==> config.mk <==
export PLATFORM = sky130hd
export DESIGN_NAME = cpu4_control
export DESIGN_NICKNAME = d
export VERILOG_FILES = /design/src/rtl/cpu4_pkg.sv /design/src/rtl/cpu4_regfile.sv /design/src/rtl/cpu4_control.sv
export SDC_FILE = /design/constraint.sdc
export NUM_CORES = 1
export LEC_CHECK = 0
export ABC_AREA = 1
export CORE_MARGIN = 3
export CORE_UTILIZATION = 25
export CTS_CLUSTER_SIZE = 16
export DETAILED_ROUTE_END_ITERATION = 10
export HOLD_SLACK_MARGIN = 0.15
export PLACE_DENSITY = 0.47
export REMOVE_ABC_BUFFERS = 1
export SLEW_MARGIN = 20
export SYNTH_ARGS = -nofsm -noshare
export SYNTH_HDL_FRONTEND = slang
export SYNTH_SLANG_ARGS = --single-unit
==> constraint.sdc <==
create_clock -name clk -period 4.8 [get_ports clk]
set_clock_uncertainty 0.15 [all_clocks]
set_input_delay 1.2 -clock clk [delete_from_list [all_inputs] [get_ports clk]]
set_output_delay 1.2 -clock clk [all_outputs]
set_load 0.005 [all_outputs]
==> src/rtl/cpu4_pkg.sv <==
// Shared definitions for the 4-bit multicycle CPU: widths, opcodes (also the ALU
// opcode encoding), FSM states and instruction field positions.
package cpu4_pkg;

    localparam int DATA_W  = 4;
    localparam int PC_W    = 4;
    localparam int INSTR_W = 12;

    localparam logic [2:0] OP_ADD = 3'b000;
    localparam logic [2:0] OP_SUB = 3'b001;
    localparam logic [2:0] OP_AND = 3'b010;
    localparam logic [2:0] OP_OR  = 3'b011;
    localparam logic [2:0] OP_SLT = 3'b100;
    localparam logic [2:0] OP_BEQ = 3'b101;
    localparam logic [2:0] OP_BNE = 3'b110;
    localparam logic [2:0] OP_LI  = 3'b111;

    typedef enum logic [2:0] {
        S_IDLE,
        S_FETCH,
        S_DECODE,
        S_EXEC,
        S_WB,
        S_HALT
    } state_t;

    // LSB positions of the instruction fields
    localparam int OP_LSB     = 9;
    localparam int RD_LSB     = 7;
    localparam int RS1_LSB    = 5;
    localparam int RS2_LSB    = 3;
    localparam int BR_RS1_LSB = 7;
    localparam int BR_RS2_LSB = 5;
    localparam int IMM_LSB    = 0;

    function automatic logic is_branch(input logic [2:0] op);
        return (op == OP_BEQ) || (op == OP_BNE);
    endfunction

endpackage

==> src/rtl/cpu4_regfile.sv <==
// 4x4-bit register file: two combinational read ports, a debug read port and
// one synchronous write port; synchronous reset clears every register.
module cpu4_regfile
    import cpu4_pkg::*;
(
    input  logic              clk,
    input  logic              rst,
    input  logic [1:0]        ra1,
    input  logic [1:0]        ra2,
    output logic [DATA_W-1:0] rd1,
    output logic [DATA_W-1:0] rd2,
    input  logic [1:0]        dbg_sel,
    output logic [DATA_W-1:0] dbg_data,
    input  logic              we,
    input  logic [1:0]        wa,
    input  logic [DATA_W-1:0] wd
);

    logic [DATA_W-1:0] regs [4];

    always_ff @(posedge clk) begin
        if (rst) begin
            for (int unsigned i = 0; i < 4; i++) begin
                regs[i] <= '0;
            end
        end else if (we) begin
            regs[wa] <= wd;
        end
    end

    assign rd1      = regs[ra1];
    assign rd2      = regs[ra2];
    assign dbg_data = regs[dbg_sel];

endmodule

==> src/rtl/cpu4_control.sv <==
// Multicycle sequencer for the 4-bit CPU: FETCH/DECODE/EXEC/WB per instruction,
// drives the external ALU and halts on a taken branch-to-self.
module cpu4_control
    import cpu4_pkg::*;
(
    input  logic               clk,
    input  logic               rst,
    input  logic               start,
    output logic [PC_W-1:0]    imem_addr,
    input  logic [INSTR_W-1:0] imem_data,
    output logic [DATA_W-1:0]  alu_a,
    output logic [DATA_W-1:0]  alu_b,
    output logic [2:0]         alu_op,
    input  logic [DATA_W-1:0]  alu_result,
    input  logic               alu_zero,
    output logic               busy,
    output logic               done,
    input  logic [1:0]         dbg_sel,
    output logic [DATA_W-1:0]  dbg_data
);

    state_t              state;
    logic [PC_W-1:0]     pc;
    logic [INSTR_W-1:0]  ir;
    logic [DATA_W-1:0]   res_q;
    logic                zero_q;

    logic [2:0]          dec_op;
    logic                dec_br;
    logic [1:0]          ra1, ra2;
    logic [DATA_W-1:0]   rd1, rd2;
    logic [2:0]          ir_op;
    logic [1:0]          ir_rd;
    logic [3:0]          ir_imm;
    logic                rf_we;
    logic [DATA_W-1:0]   rf_wd;
    logic                unused_ir;

    assign dec_op = imem_data[OP_LSB +: 3];
    assign dec_br = is_branch(dec_op);
    assign ra1    = dec_br ? imem_data[BR_RS1_LSB +: 2] : imem_data[RS1_LSB +: 2];
    assign ra2    = dec_br ? imem_data[BR_RS2_LSB +: 2] : imem_data[RS2_LSB +: 2];

    assign ir_op     = ir[OP_LSB +: 3];
    assign ir_rd     = ir[RD_LSB +: 2];
    assign ir_imm    = ir[IMM_LSB +: 4];
    assign unused_ir = ^ir[6:4];

    assign rf_we     = (state == S_WB) && !is_branch(ir_op);
    assign rf_wd     = (ir_op == OP_LI) ? ir_imm : res_q;
    assign imem_addr = pc;

    cpu4_regfile u_regfile (
        .clk      (clk),
        .rst      (rst),
        .ra1      (ra1),
        .ra2      (ra2),
        .rd1      (rd1),
        .rd2      (rd2),
        .dbg_sel  (dbg_sel),
        .dbg_data (dbg_data),
        .we       (rf_we),
        .wa       (ir_rd),
        .wd       (rf_wd)
    );

    // alu_a/alu_b double as the operand latches: loaded in DECODE, cleared after EXEC.
    always_ff @(posedge clk) begin
        if (rst) begin
            state  <= S_IDLE;
            pc     <= '0;
            ir     <= '0;
            alu_a  <= '0;
            alu_b  <= '0;
            alu_op <= '0;
            res_q  <= '0;
            zero_q <= 1'b0;
            busy   <= 1'b0;
            done   <= 1'b0;
        end else begin
            case (state)
                S_IDLE, S_HALT: begin
                    if (start) begin
                        state <= S_FETCH;
                        pc    <= '0;
                        busy  <= 1'b1;
                        done  <= 1'b0;
                    end
                end
                S_FETCH: state <= S_DECODE;
                S_DECODE: begin
                    ir     <= imem_data;
                    alu_a  <= (dec_op == OP_LI) ? '0 : rd1;
                    alu_b  <= (dec_op == OP_LI) ? '0 : rd2;
                    alu_op <= (dec_op == OP_LI) ? OP_ADD : dec_op;
                    state  <= S_EXEC;
                end
                S_EXEC: begin
                    res_q  <= alu_result;
                    zero_q <= alu_zero;
                    alu_a  <= '0;
                    alu_b  <= '0;
                    alu_op <= '0;
                    state  <= S_WB;
                end
                S_WB: begin
                    if (is_branch(ir_op) && zero_q) begin
                        if (ir_imm == 4'd0) begin
                            state <= S_HALT;
                            busy  <= 1'b0;
                            done  <= 1'b1;
                        end else begin
                            // modulo-16 add makes the raw 4-bit offset act as sext(off)
                            pc    <= pc + ir_imm;
                            state <= S_FETCH;
                        end
                    end else begin
                        pc    <= pc + 1'b1;
                        state <= S_FETCH;
                    end
                end
                default: state <= S_IDLE;
            endcase
        end
    end

endmodule

==> results of run 1 <==
area by class of cell:
class                      instances  area share (%)
timing repair buffer              43            13.4
multi-input combinational        255            38.8
clock inverter                     1           0.236
clock buffer                       7            2.40
inverter                          29            3.42
tap                              133            5.22
sequential                        50            36.4
through the flow:
step | cells | cell area, um2 | setup slack [ns] | utilization [%] | hold WS (ns)
2_1_floorplan | 334 | 2510 | 1.90 | - | 0.299
3_3_place_gp | 510 | 3100 | 0.789 | 31.6 | 0.305
3_5_place_dp | 510 | 3100 | 0.738 | 31.6 | 0.306
4_1_cts | 518 | 3190 | 0.730 | 32.4 | 0.323
5_1_grt | 518 | 3190 | 0.544 | 32.4 | 0.350
6_report | 518 | 3190 | 0.717 | 32.4 | 0.314
layout by cell type (no fill, tap or decap), types with 3 or more instances in the layout:
cell,instances
a21oi_1,33
nor2_1,50
nand4_1,4
clkdlybuf4s50_1,42
edfxtp_1,16
ha_1,3
dfxtp_1,34
clkbuf_8,5
inv_1,29
o21ai_0,21
nand2_1,53
o22ai_1,4
nand3_1,75
where the power goes:
part	leakage [nW]	switching, mW	internal [mW]
Combinational	0.687	0.0855	0.0621
Sequential	0.442	0.0171	0.457
Clock	0.0385	0.140	0.104
Total	1.17	0.243	0.622
kinds of logic (layout without fill, tap and decap cells):
| logic type | after synthesis | count (layout) | share of synthesized area [%] |
|---|---|---|---|
| xor+xnor | 1 | 1 | 0.346 |
| fa+ha+maj | 4 | 4 | 2.27 |
| buf+inv | 36 | 80 | 5.38 |
| flops | 50 | 50 | 45.8 |
| compound gates | 62 | 62 | 13.5 |
| simple gates | 188 | 188 | 32.7 |
per-layer routing:
layer	up-vias	track usage, %
met4	0	3.20
met1	1131	16.5
met3	10	2.35
met5	-	0
met2	71	21.0
li1	1252	-
path summary, 6_finish.rpt:
kind	endpoint	slack [ns]	depth (start not counted)
setup / recovery	dbg_data[1]	0.72	5
hold / removal	alu_op[1]	0.31	2
setup reg to reg	alu_a[3]	2.29	7
hold reg to reg	alu_op[1]	0.31	2
state kept, by name (all words and copies together) (netlist names):
name,flops
alu_a,4
alu_b,4
alu_op,3
busy,1
done,1
imem_addr,4
ir,9
res_q,4
state,3
u_regfile.regs,16
zero_q,1
worst reg2reg max path, delay by kind of cell, from the launching register on:
family,cells,cell delay (ns)
AO/OA/AOI/OAI,1,0.15
buffers and inverters,2,0.47
flip-flops,1,0.35
AND/OR/NAND/NOR,4,1.33
==> flow_metrics.tcl, run 1 <==
set metrics [dict create \
    dr_total_vias 2464 \
    die_height_um 107 \
    relSlewSlack_pct 56.7 \
    cts_hold_buffers 0 \
    firstDrtPassIters 6 \
    synthTopCellsByArea "dfxtp_1 (27%), edfxtp_1 (19%), nand3_1 (15%)" \
    crit_path_cell_trace "clkdlybuf4s50_1 -> inv_1 -> nor2_1 -> o22ai_1 -> clkdlybuf4s50_1" \
    synth_cells 341 \
    async_flop_share_pct 0 \
    cts_sinks 50 \
    cap_viol_max_count 0 \
    rsz0062_at_grt "false" \
    synth_commonest_cells "nand3_1 (75), nand2_1 (53), nor2_1 (50)" \
    dieArea_um2 11400 \
    ys_seq_area_share_pct 45.8 \
    fp.dieW_um 107 \
    post_cts_buffers 0 \
    io_buffers 42 \
    drive_gt1_share_pct 2.86 \
    path_max_fanout 9 \
    gp_congestion 0.854 \
    top_layer "met4" \
    synth_enable_flop_cells 16 \
    numCtsBuffers 5 \
    ys_warn_count 0 \
    num-fill-cells 1096 \
    drtIter0Drc 123 \
    power.leakage_nw 1.17 \
    syn_area_um2 2530 \
    m1WireLength_um 3320 \
    setup-violations-final 0 \
    h-tree-depth 2 \
    drt-vias-per-instance 4.76 \
    hp-start "alu_op[1]" \
    end_kind "output pin" \
    multi_input_area_um2 1240 \
    ant_nets 0 \
    tns_ns 0 \
    cts_tree "built" \
    wl_met3_um 333 \
    wl_per_cell_um 13.6 \
    yosysMostFrequentCell "nand3_1" \
    n_antenna_cell 0 \
    start_util_pct 25.8 \
    wl_met2_um 3290 \
    cpPeakStageDelay_ns 0.53 \
    hpwl_um 5270 \
    grt_max_degree 23 \
    grt_pass1_wl_um 11600 \
    clk_pin_slew_ns 0.09 \
    io_pins 43 \
    syn_to_final_growth_pct 25.7 \
    start_kind "input pin" \
    worst_ep_arrival_time_ns 2.73 \
    clockBufferDepth 2 \
    core_um2 9820 \
    seq_area_um2 1160 \
    finalPower_mw 0.866 \
    crit_required_ns 3.45 \
    finalCriticalPeriod_ns 4.08 \
    rows 36 \
    r2r-start "state[0]" \
    final_hold_viol_count 0 \
    critical_path.top_delay_family "buffers and inverters" \
    critPathMostFrequentCell "clkdlybuf4s50_1" \
    clkLatencyLatePin_ns 0.30 \
    status "finished, final reports clean" \
    nNetsFinal 410 \
    synth.distinct_cells 23 \
    syn_area_per_cell_um2 7.43 \
    route.detailed.drc 0 \
    gr-total-overflow 0 \
    crit_type "input pin to output pin" \
    grtUsageTotal_pct 12.5 \
    yosysTopAreaCell "dfxtp_1" \
    p_per_area_nw_per_um2 272 \
    maxSlewViolCount 0 \
    peakVddDrop_v 0.000110 \
    antenna_found_initial 0 \
    path_buf_inv 3 \
    cts_resized 0 \
    wl_um 7040 \
    fin_crit_sh_pct 85.1 \
    startpoint "dbg_sel[0]" \
    synth-seq-cells 50 \
    hp-class "flop to flop" \
    worstMarginPinSlew_ns 0.647 \
    critPathSlowestCell "clkdlybuf4s50_1" \
    cts_root_buf "clkbuf_8" \
    synthDominantCellAreaShare_pct 26.9 \
    ys.flop_type "dfxtp_1" \
    grt_pass1_vias 2384 \
    max_freq_mhz 245 \
]
No activity file was read; power rests on OpenSTA's default activity.
==> run 2, diff against run 1 <==
--- a/config.mk
+++ b/config.mk
@@ -6,7 +6,7 @@
 export NUM_CORES = 1
 export LEC_CHECK = 0
 export ABC_AREA = 1
-export CORE_MARGIN = 3
+export CORE_MARGIN = 2
 export CORE_UTILIZATION = 25
 export CTS_CLUSTER_SIZE = 16
 export DETAILED_ROUTE_END_ITERATION = 10
@@ -17,3 +17,4 @@
 export SYNTH_ARGS = -nofsm -noshare
 export SYNTH_HDL_FRONTEND = slang
 export SYNTH_SLANG_ARGS = --single-unit
+export TNS_END_PERCENT = 30
==> run 2 against run 1 <==
Worst hold slack gained 0.0043 ns. Critical path depth unchanged. Core utilization increased by 0.23 points. Wire length grew 2.2%. Highest routed layer unchanged. Largest power group unchanged. Critical path type unchanged. Sequential power about the same. Flip-flop and latch count stayed put. Clock-buffer cell count stayed put. Maximum frequency rose by 0.47%. Die area fell by 3.7%. First-iteration DRC count is 25% lower. Worst setup slack better by 0.019 ns. Global-route usage is 1.2 points higher.
==> flow_metrics.tcl, run 2 (synthesis results as in run 1) <==
set metrics [dict create \
    dpl-instance-area_um2 3100 \
    route.detailed.drc 0 \
    largest_reg_flops 16 \
    syn_to_final_growth_pct 26.6 \
    cts_sinks 50 \
    final_common_cell "nand3_1" \
    finalCriticalPeriod_ns 4.06 \
    firstDrtPassIters 4 \
    dp_cells 510 \
    start_util_pct 25.8 \
    timing.hold.ws_ns 0.319 \
    max_freq_mhz 246 \
    tns_ns 0 \
    status "finished, final reports clean" \
    fin_crit_sh_pct 84.7 \
    rows 36 \
    n_antenna_cell 0 \
    relSlewSlack_pct 54.3 \
    start_kind "input pin" \
    ant_nets 0 \
    crit_required_ns 3.45 \
    drive_gt1_share_pct 2.86 \
    cts_tree "built" \
    grt_pass1_vias 2451 \
    drtIter0Drc 92 \
    post_cts_buffers 0 \
    grtUsageTotal_pct 13.7 \
    h-tree-depth 2 \
    cts_resized 0 \
    numCtsBuffers 5 \
    io_pins 43 \
    power.leakage_nw 1.18 \
    grt_max_degree 23 \
    fp.dieW_um 105 \
    largest-register "u_regfile.regs" \
    final_hold_viol_count 0 \
    core_um2 9820 \
    path_max_fanout 9 \
    worst_ep_arrival_time_ns 2.71 \
    nNetsFinal 410 \
    wl_per_cell_um 13.9 \
    worstMarginPinSlew_ns 0.682 \
    gp_congestion 0.856 \
    num-fill-cells 1123 \
    clkLatencyLatePin_ns 0.31 \
    cts_hold_buffers 0 \
    clockBufferDepth 2 \
    hp-class "flop to flop" \
    drt-vias-per-instance 4.78 \
    dieArea_um2 11000 \
    stdcell_count 518 \
    dr_total_vias 2474 \
    setup-violations-final 0 \
    cts_root_buf "clkbuf_8" \
    die_height_um 105 \
    clk_pin_slew_ns 0.10 \
    crit_type "input pin to output pin" \
    wl_um 7190 \
    gr-total-overflow 0 \
    hpwl_um 5340 \
    reg.largest.list "u_regfile.regs (16), ir (9)" \
    maxSlewViolCount 0 \
    cap_viol_max_count 0 \
    io_buffers 42 \
    grt_pass1_wl_um 12100 \
    antenna_found_initial 0 \
    end_kind "output pin" \
    peakVddDrop_v 0.000104 \
    mostFrequentLayoutCells "nand3_1 (75), nand2_1 (53), nor2_1 (50)" \
    rsz0062_at_grt "false" \
    p_per_area_nw_per_um2 287 \
    final_area_um2 3210 \
]
[run 2: where the power goes]
| part | internal [mW] | switching [mW] |
|---|---|---|
| sequential | 0.457 | 0.0177 |
| clock | 0.156 | 0.143 |
| combinational | 0.0621 | 0.0854 |
[run 2: per-layer routing]
layer | track usage, % | up-vias | routed length (um)
met2 | 23.1 | 63 | 3390
li1 | - | 1258 | -
met1 | 17.2 | 1138 | 3320
met5 | 0 | - | 0
met3 | 2.68 | 15 | 337
met4 | 5.14 | 0 | 141
[run 2: cell type report]
class / instances / area [um2] / share of cell area (%)
Tap cell: 133 / 166 / 5.19
Sequential cell: 50 / 1160 / 36.2
Multi-Input combinational cell: 255 / 1240 / 38.6
Timing Repair Buffer: 43 / 428 / 13.3
Clock inverter: 1 / 30.0 / 0.936
Inverter: 29 / 109 / 3.39
Clock buffer: 7 / 76.3 / 2.38
[run 2: path summary, 6_finish.rpt]
| path | start | end | slack, ns | cells after the start |
|---|---|---|---|---|
| setup / recovery | dbg_sel[0] | dbg_data[2] | 0.74 | 5 |
| setup reg to reg | state[0] | alu_a[3] | 2.26 | 7 |
| hold reg to reg | alu_b[0] | alu_b[0] | 0.32 | 2 |
| hold / removal | alu_b[0] | alu_b[0] | 0.32 | 2 |
[run 2: worst max-delay path: stages]
cell	delay, ns
clkdlybuf4s50_1	0.53
inv_1	0.21
nor2_1	0.06
o22ai_1	0.17
clkdlybuf4s50_1	0.53
[run 2: metrics by stage]
stage	utilization (%)	total power, mW	setup WS, ns
after floorplan	-	0.560	1.90
after global routing	32.7	0.970	0.609
after global placement	31.6	0.631	0.782
final	32.7	0.921	0.737
after detailed placement	31.6	0.632	0.731
after CTS	32.7	0.933	0.726
